## src/rtl/branch_resolve_buf.sv

```systemverilog
// Commit-side buffer of in-flight branches indexed by ROB tag. It collects execution
// results and, at commit, issues a registered redirect/flush and a predictor update.
module branch_resolve_buf #(
    parameter int DEPTH  = 8,
    parameter int TAG_W  = 4,
    parameter int ADDR_W = 32,
    parameter int CNT_W  = 16
) (
    input  logic              clk,
    input  logic              rst,
    input  logic              alloc_en,
    input  logic [TAG_W-1:0]  alloc_tag,
    input  logic [ADDR_W-1:0] alloc_pc,
    input  logic [ADDR_W-1:0] alloc_pred_pc,
    input  logic              branch_dest_valid,
    input  logic [TAG_W-1:0]  dest_rob,
    input  logic              taken_rob,
    input  logic [ADDR_W-1:0] branch_dest,
    input  logic              commit_en,
    input  logic [TAG_W-1:0]  commit_tag,
    output logic              commit_ready,
    output logic              redirect_valid,
    output logic [ADDR_W-1:0] redirect_pc,
    output logic              flush,
    output logic              bp_update_valid,
    output logic [ADDR_W-1:0] bp_update_pc,
    output logic              bp_update_taken,
    output logic [CNT_W-1:0]  branch_cnt,
    output logic [CNT_W-1:0]  mispredict_cnt
);

    typedef enum logic [1:0] {
        ST_FREE     = 2'd0,
        ST_WAIT     = 2'd1,
        ST_RESOLVED = 2'd2
    } entry_state_t;

    entry_state_t      state_q   [DEPTH];
    entry_state_t      state_d   [DEPTH];
    logic [ADDR_W-1:0] pc_q      [DEPTH];
    logic [ADDR_W-1:0] pred_pc_q [DEPTH];
    logic [ADDR_W-1:0] dest_q    [DEPTH];
    logic              taken_q   [DEPTH];

    logic [DEPTH-1:0]  alloc_hit;
    logic [DEPTH-1:0]  result_hit;
    logic [DEPTH-1:0]  commit_sel;
    logic [ADDR_W-1:0] commit_pc;
    logic [ADDR_W-1:0] commit_pred_pc;
    logic [ADDR_W-1:0] commit_dest;
    logic              commit_taken;
    logic              commit_accept;
    logic              mispredict;

    // Tags are decoded by comparison, so tags >= DEPTH (including the sentinel) match nothing.
    always_comb begin
        alloc_hit  = '0;
        result_hit = '0;
        commit_sel = '0;
        for (int i = 0; i < DEPTH; i++) begin
            alloc_hit[i]  = alloc_en && !flush && (alloc_tag == TAG_W'(i));
            result_hit[i] = branch_dest_valid && !flush && (dest_rob == TAG_W'(i))
                            && (state_q[i] == ST_WAIT);
            commit_sel[i] = (commit_tag == TAG_W'(i));
        end
    end

    always_comb begin
        commit_ready   = 1'b0;
        commit_pc      = '0;
        commit_pred_pc = '0;
        commit_dest    = '0;
        commit_taken   = 1'b0;
        for (int i = 0; i < DEPTH; i++) begin
            if (commit_sel[i]) begin
                commit_ready   = (state_q[i] == ST_RESOLVED);
                commit_pc      = pc_q[i];
                commit_pred_pc = pred_pc_q[i];
                commit_dest    = dest_q[i];
                commit_taken   = taken_q[i];
            end
        end
    end

    assign commit_accept = commit_en && commit_ready && !flush;
    assign mispredict    = (commit_dest != commit_pred_pc);

    // Allocation outranks a same-tag commit so a recycled tag keeps its fresh data.
    always_comb begin
        for (int i = 0; i < DEPTH; i++) begin
            state_d[i] = state_q[i];
            if (flush) begin
                state_d[i] = ST_FREE;
            end else if (alloc_hit[i]) begin
                state_d[i] = ST_WAIT;
            end else if (commit_accept && commit_sel[i]) begin
                state_d[i] = ST_FREE;
            end else if (result_hit[i]) begin
                state_d[i] = ST_RESOLVED;
            end
        end
    end

    always_ff @(posedge clk or posedge rst) begin
        if (rst) begin
            for (int i = 0; i < DEPTH; i++) begin
                state_q[i] <= ST_FREE;
            end
        end else begin
            for (int i = 0; i < DEPTH; i++) begin
                state_q[i] <= state_d[i];
            end
        end
    end

    always_ff @(posedge clk or posedge rst) begin
        if (rst) begin
            for (int i = 0; i < DEPTH; i++) begin
                pc_q[i]      <= '0;
                pred_pc_q[i] <= '0;
                dest_q[i]    <= '0;
                taken_q[i]   <= 1'b0;
            end
        end else begin
            for (int i = 0; i < DEPTH; i++) begin
                if (alloc_hit[i]) begin
                    pc_q[i]      <= alloc_pc;
                    pred_pc_q[i] <= alloc_pred_pc;
                end
                if (result_hit[i] && !alloc_hit[i]) begin
                    dest_q[i]  <= branch_dest;
                    taken_q[i] <= taken_rob;
                end
            end
        end
    end

    // Commit-side pulses last one cycle; flush is the same registered pulse as redirect.
    always_ff @(posedge clk or posedge rst) begin
        if (rst) begin
            redirect_valid  <= 1'b0;
            redirect_pc     <= '0;
            bp_update_valid <= 1'b0;
            bp_update_pc    <= '0;
            bp_update_taken <= 1'b0;
            branch_cnt      <= '0;
            mispredict_cnt  <= '0;
        end else begin
            bp_update_valid <= commit_accept;
            redirect_valid  <= commit_accept && mispredict;
            if (commit_accept) begin
                bp_update_pc    <= commit_pc;
                bp_update_taken <= commit_taken;
                branch_cnt      <= branch_cnt + 1'b1;
                if (mispredict) begin
                    redirect_pc    <= commit_dest;
                    mispredict_cnt <= mispredict_cnt + 1'b1;
                end
            end
        end
    end

    assign flush = redirect_valid;

endmodule
```

## config.mk

```make
export PLATFORM = sky130hd
export DESIGN_NAME = branch_resolve_buf
export DESIGN_NICKNAME = d
export VERILOG_FILES = /design/src/rtl/branch_resolve_buf.sv
export SDC_FILE = /design/constraint.sdc
export NUM_CORES = 2
export LEC_CHECK = 0
export BUFFER_PORTS_ARGS = -buffer_cell sky130_fd_sc_hd__buf_4
export CAP_MARGIN = 15
export CORE_UTILIZATION = 40
export CTS_CLUSTER_DIAMETER = 100
export DETAILED_ROUTE_END_ITERATION = 16
export GPL_ROUTABILITY_DRIVEN = 0
export MAX_ROUTING_LAYER = met4
export PLACE_DENSITY = 0.57
export RECOVER_POWER = 25
export SLEW_MARGIN = 40
export SYNTH_ARGS = -nofsm -noshare
export SYNTH_HDL_FRONTEND = slang
export SYNTH_SLANG_ARGS = --single-unit
```

## constraint.sdc

```tcl
create_clock -name clk -period 24.2 [get_ports clk]
set_input_delay 0 -clock clk [delete_from_list [all_inputs] [get_ports clk]]
set_output_delay 0 -clock clk [all_outputs]
set_load 0.05 [all_outputs]
```

* Word-level counts from Yosys, hierarchy flattened *
Index checks and enable logic that the tools add are counted.

storage, ports and cells
  register bits = 891
  input bits = 114

operators by class
  eq/ne operators = 38
  multiplexer cells = 72
  reduce and logical (&&, ||, !) cells = 66
  add/subtract/negate cells = 2

operators with widths
  operator                                       number
  two-way mux 32 bit                             24
  two-way mux 2 bit                              32
  == test 4 x 3 -> 1 bit, second input constant  12
  logical AND 1 bit                              45
  adder 16 x 1 -> 16 bit, second input constant  2
  != test 32 bit                                 1
  nonzero test 4 bit                             8
  == test 4 x 2 -> 1 bit, second input constant  6
  == test 2 x 1 -> 1 bit, second input constant  8
  == test 2 bit, second input constant           8
  two-way mux 1 bit                              16
  == test 4 x 1 -> 1 bit, second input constant  3
  zero test 4 bit                                3
  zero test 1 bit                                9
  AND reduction 2 bit                            1

* Longest topological paths before layout *
  depth after elaboration = 15
  depth in mapped cells = 18

* Least setup slack after synthesis *
No wires, ideal clock.

  kind = input -> register
  start = input commit_tag[0]
  end = register branch_cnt[13]
  path buffers = 4
  path slack = 20.844 ns
  stages = 14
  data arrival time = 3.274 ns
  cells stage by stage = buf_6 > buf_6 > buf_4 > buf_4 > nor4b_2 > nand3b_1 > o2111ai_1 > a21oi_1 > o21ai_1 > nand3_2 > nor3_1 > nand4_1 > nor3_1 > xor2_1

on the way
  word-level cells in the longest chain between the ends = 11

ends and longest elaborated chain
  element                           RTL line  source
  start, declared                   20        input logic [TAG_W-1:0] commit_tag,
  zero test 4 bit                   64        commit_sel[i] = (commit_tag == TAG_W'(i));
  two-way mux 1 bit (7 in a row)    75        if (commit_sel[i]) begin
  two-way mux 1 bit *               75
  via commit_ready                  21        output logic commit_ready,
  logical AND 1 bit * (2 in a row)  85        assign commit_accept = commit_en && commit_ready && !flush;
  end signal, assigned              154       branch_cnt <= branch_cnt + 1'b1;
  end, declared                     28        output logic [CNT_W-1:0] branch_cnt,

The timed path passes the listed nets; every way through them passes the cells marked *.
A chain may end at the register's enable or synchronous reset.

==> results.md <==
* WP data required at 24.04 ns
* Worst-skew pair later-pin latency at 0.70 ns
* Pin count of the biggest net entering global routing at 109
* Setup_tns at 0 ns
* Vias in the first global route at 29,160
* Crit path launch type: input port
* Total CTS buffers at 98
* Die ar. at 102,600 um2
* Area Overhead vs Synth at 17.71%
* H-tree depth at 3
* Net Count, Synth at 3,194
* Total Nets Final at 3,491
* DRC violations left at 0
* Seq cells post-synth at 891
* Final worst-path cycle share at 0.3819
* CTS tree: done
* Leak Pwr at 0.02140 uW
* Routed wire per std cell at 26.14 um
* Vias per inst at 5.757
* Clock sinks at 891
* Drt pass-1 iters at 6
* Max FO, Critical Path at 75
* Seq/Total Area, Yosys at 0.5502
* Post-layout power at 4409 uW
* HPWL Detailed at 76.73 mm
* Failing checks: max-capacitance violations, max-slew violations
* Placeable Area at 100,300 um2
* DR iter-0 viols at 2,189
* Dpl ws at 19.14 ns
* Root Buffer: clkbuf_16
* Total grt overflow at 0
* Setup WS post-layout at 14.96 ns
* RSZ-0062 raised after global routing: no
* Max_slew headroom at -2.139
* Global-route wire length before repair at 191.0 mm
* Worst VDD drop at 66.21 uV
* Type of the tightest min-delay check: input port to flop
* Ports at 215
* Setup crit end kind: asynchronous set/reset pin
* Post-synth top flop: dfrtp_1
* Async set or reset register ratio after synthesis at 1.000
* # setup viols final at 0
* Die Height at 320.3 um
* Final wirelength at 126.0 mm
* CTS clk-pin slew, worst paths at 0.06 ns
* P per Cell Area at 92.42 nW/um2
* Post-Syn Area per Cell at 13.17 um2
* DRT antenna net count at 0
* Total GRT Usage at 0.2540
* Chip width at 320.3 um
* Post-layout min period at 9.243 ns
* Syn Inst Count at 3,078
* Max cap viols at 6
* Worst Reg-to-Reg Cells at 6
* Worst EP arrival at 9.08 ns
* Crit path kind: input port to asynchronous set/reset pin
* Initial antenna violation count at 12
* Port bufs at 214
* Hold Fails Final Rpt at 0
* Outcome: finished with violations
* Pins Over Slew Limit at 386
* Vias at 27,740
* EDFF count, synth at 0
* Hold path depth at 6
* Clock Path Buffers at 3
* Synth Cell Area at 40,530 um2
* Setup Skew at 0.04982 ns
* Max Freq at 0.1082 GHz
* Yosys cell types at 90
* Share of cells above drive strength 1 at 0.3448
* Row cnt at 116
* Initial Util at 0.4041
* YS warnings at 0
* Actual slew at the worst max-slew pin at 4.709 ns
==> cell usage in the layout (no fill, tap or decap), types with 11 or more instances in the layout <==
cell type	synthesis	routed
buf_4	20	155
xnor2_1	29	29
o221ai_1	12	12
a222oi_1	19	19
clkinv_2	0	19
inv_1	30	29
o211ai_1	12	12
a41oi_1	13	13
clkbuf_1	116	130
mux2i_1	66	65
o22ai_1	25	25
dlygate4sd3_1	0	132
mux2_2	738	738
a221oi_1	13	13
a211oi_1	13	13
mux4_2	62	62
a22oi_1	66	66
nand2b_1	18	18
nand2_1	290	280
nor2b_1	16	15
o21ai_0	55	55
a21o_1	26	26
xor2_1	16	16
dfrtp_1	891	891
a21oi_1	111	111
nand3_1	18	17
nor2_1	69	64
nand3b_1	17	17
a22o_1	11	11
nand4_1	14	14
mux2_4	17	17
o2bb2ai_1	12	12
clkbuf_8	0	25
clkbuf_16	0	100
==> cells in the mapped netlist (8+ instances only) <==
library cell  instances  area, um2
dfrtp_1             891      22300
mux2_2              738       8310
nand2_1             290       1089
clkbuf_1            116      435.4
a21oi_1             111      555.5
nor2_1               69      259.0
a22oi_1              66      495.5
mux2i_1              66      660.6
mux4_2               62       1396
o21ai_0              55      275.3
buf_2                32      160.2
inv_1                30      112.6
buf_1                29      108.9
xnor2_1              29      254.0
a21o_1               26      195.2
o22ai_1              25      156.4
buf_4                20      150.1
a222oi_1             19      190.2
nand2b_1             18      112.6
nand3_1              18      90.09
mux2_4               17      255.2
nand3b_1             17      127.6
nor2b_1              16      100.1
xor2_1               16      140.1
buf_6                14      157.7
nand4_1              14      87.58
a211oi_1             13      97.59
a221oi_1             13      113.9
a41oi_1              13      113.9
and3_1               12      75.07
o211ai_1             12      90.09
o221ai_1             12      105.1
o2bb2ai_1            12      105.1
a22o_1               11      96.34
o211a_1              10      100.1
o21a_1               10      75.07
and2_1                9      56.30
nor3_1                9      45.04
a31oi_1               8      50.05
and4b_1               8      80.08
==> through the flow <==
step	hold WS [ns]	util	cell area, um2	instances
floorplan	0.1054	-	40530	3078
global placement	0.2472	0.4332	43440	4497
detailed placement	0.2496	0.4342	43540	4500
CTS	0.02446	0.4797	48110	4808
global route	0.07977	0.4757	47700	4818
finish	0.05960	0.4757	47700	4818
==> critical path, cell delays in order <==
cell and delay, ns:
dlygate4sd3_1 0.53, clkbuf_1 0.12, clkinvlp_4 0.06, clkbuf_1 2.68, clkbuf_1 2.55, clkbuf_1 2.99
==> power breakdown <==
part	leakage (uW)	internal, uW	switching, uW
logic	0.00847	402	461
clock network	0.00161	891	620
registers	0.0113	1830	204
==> state kept, by name (all words and copies together) (netlist names) <==
register         cells
bp_update_valid      1
mispredict_cnt      16
state_q             16
branch_cnt          16
taken_q              8
flush                1
dest_q             256
pc_q               256
bp_update_taken      1
redirect_pc         32
pred_pc_q          256
bp_update_pc        32
==> final timing paths <==
check / startpoint / to / slack (ns)
max: rst / redirect_pc[21] / 14.96
min: dest_rob[2] / state_q[9] / 0.06
max reg2reg: flush / dest_q[185] / 19.79
min reg2reg: pc_q[29] / pc_q[29] / 0.47
max in group clk: commit_tag[2] / redirect_pc[26] / 19.17
min in group asynchronous: rst / pred_pc_q[88] / 1.39
==> metal layers <==
layer	vias to the layer above	global-route usage	wire [um]
met4	0	0.08006	3660
met1	14770	0.3412	55100
li1	11880	-	-
met3	198	0.03517	6810
met2	891	0.3990	60380
met5	-	-	0
==> layout make-up <==
class | instances | area, um2
fillers | 8972 | 52590
inverters | 31 | 120.1
clock buffers | 145 | 2902
multi-input cells | 1943 | 17230
flip-flops and latches | 891 | 22300
repair buffers | 410 | 3089
well taps | 1357 | 1698
clock inverters | 31 | 349.1
diodes | 10 | 25.02
==> cells by family after synthesis <==
family	share of synthesized area
flops	0.5502
mux	0.2629
simple gates	0.06428
compound gates	0.08370
buf+inv	0.02859
xor+xnor	0.009725
fa+ha+maj	0.0006174
==> what timing repair did <==
action	in CTS	in global routing
endpoints found under the hold margin	866	0
gates resized for setup	0	0
setup buffers	0	0
hold buffers	132	0
Power figures use the tool's default switching activity.
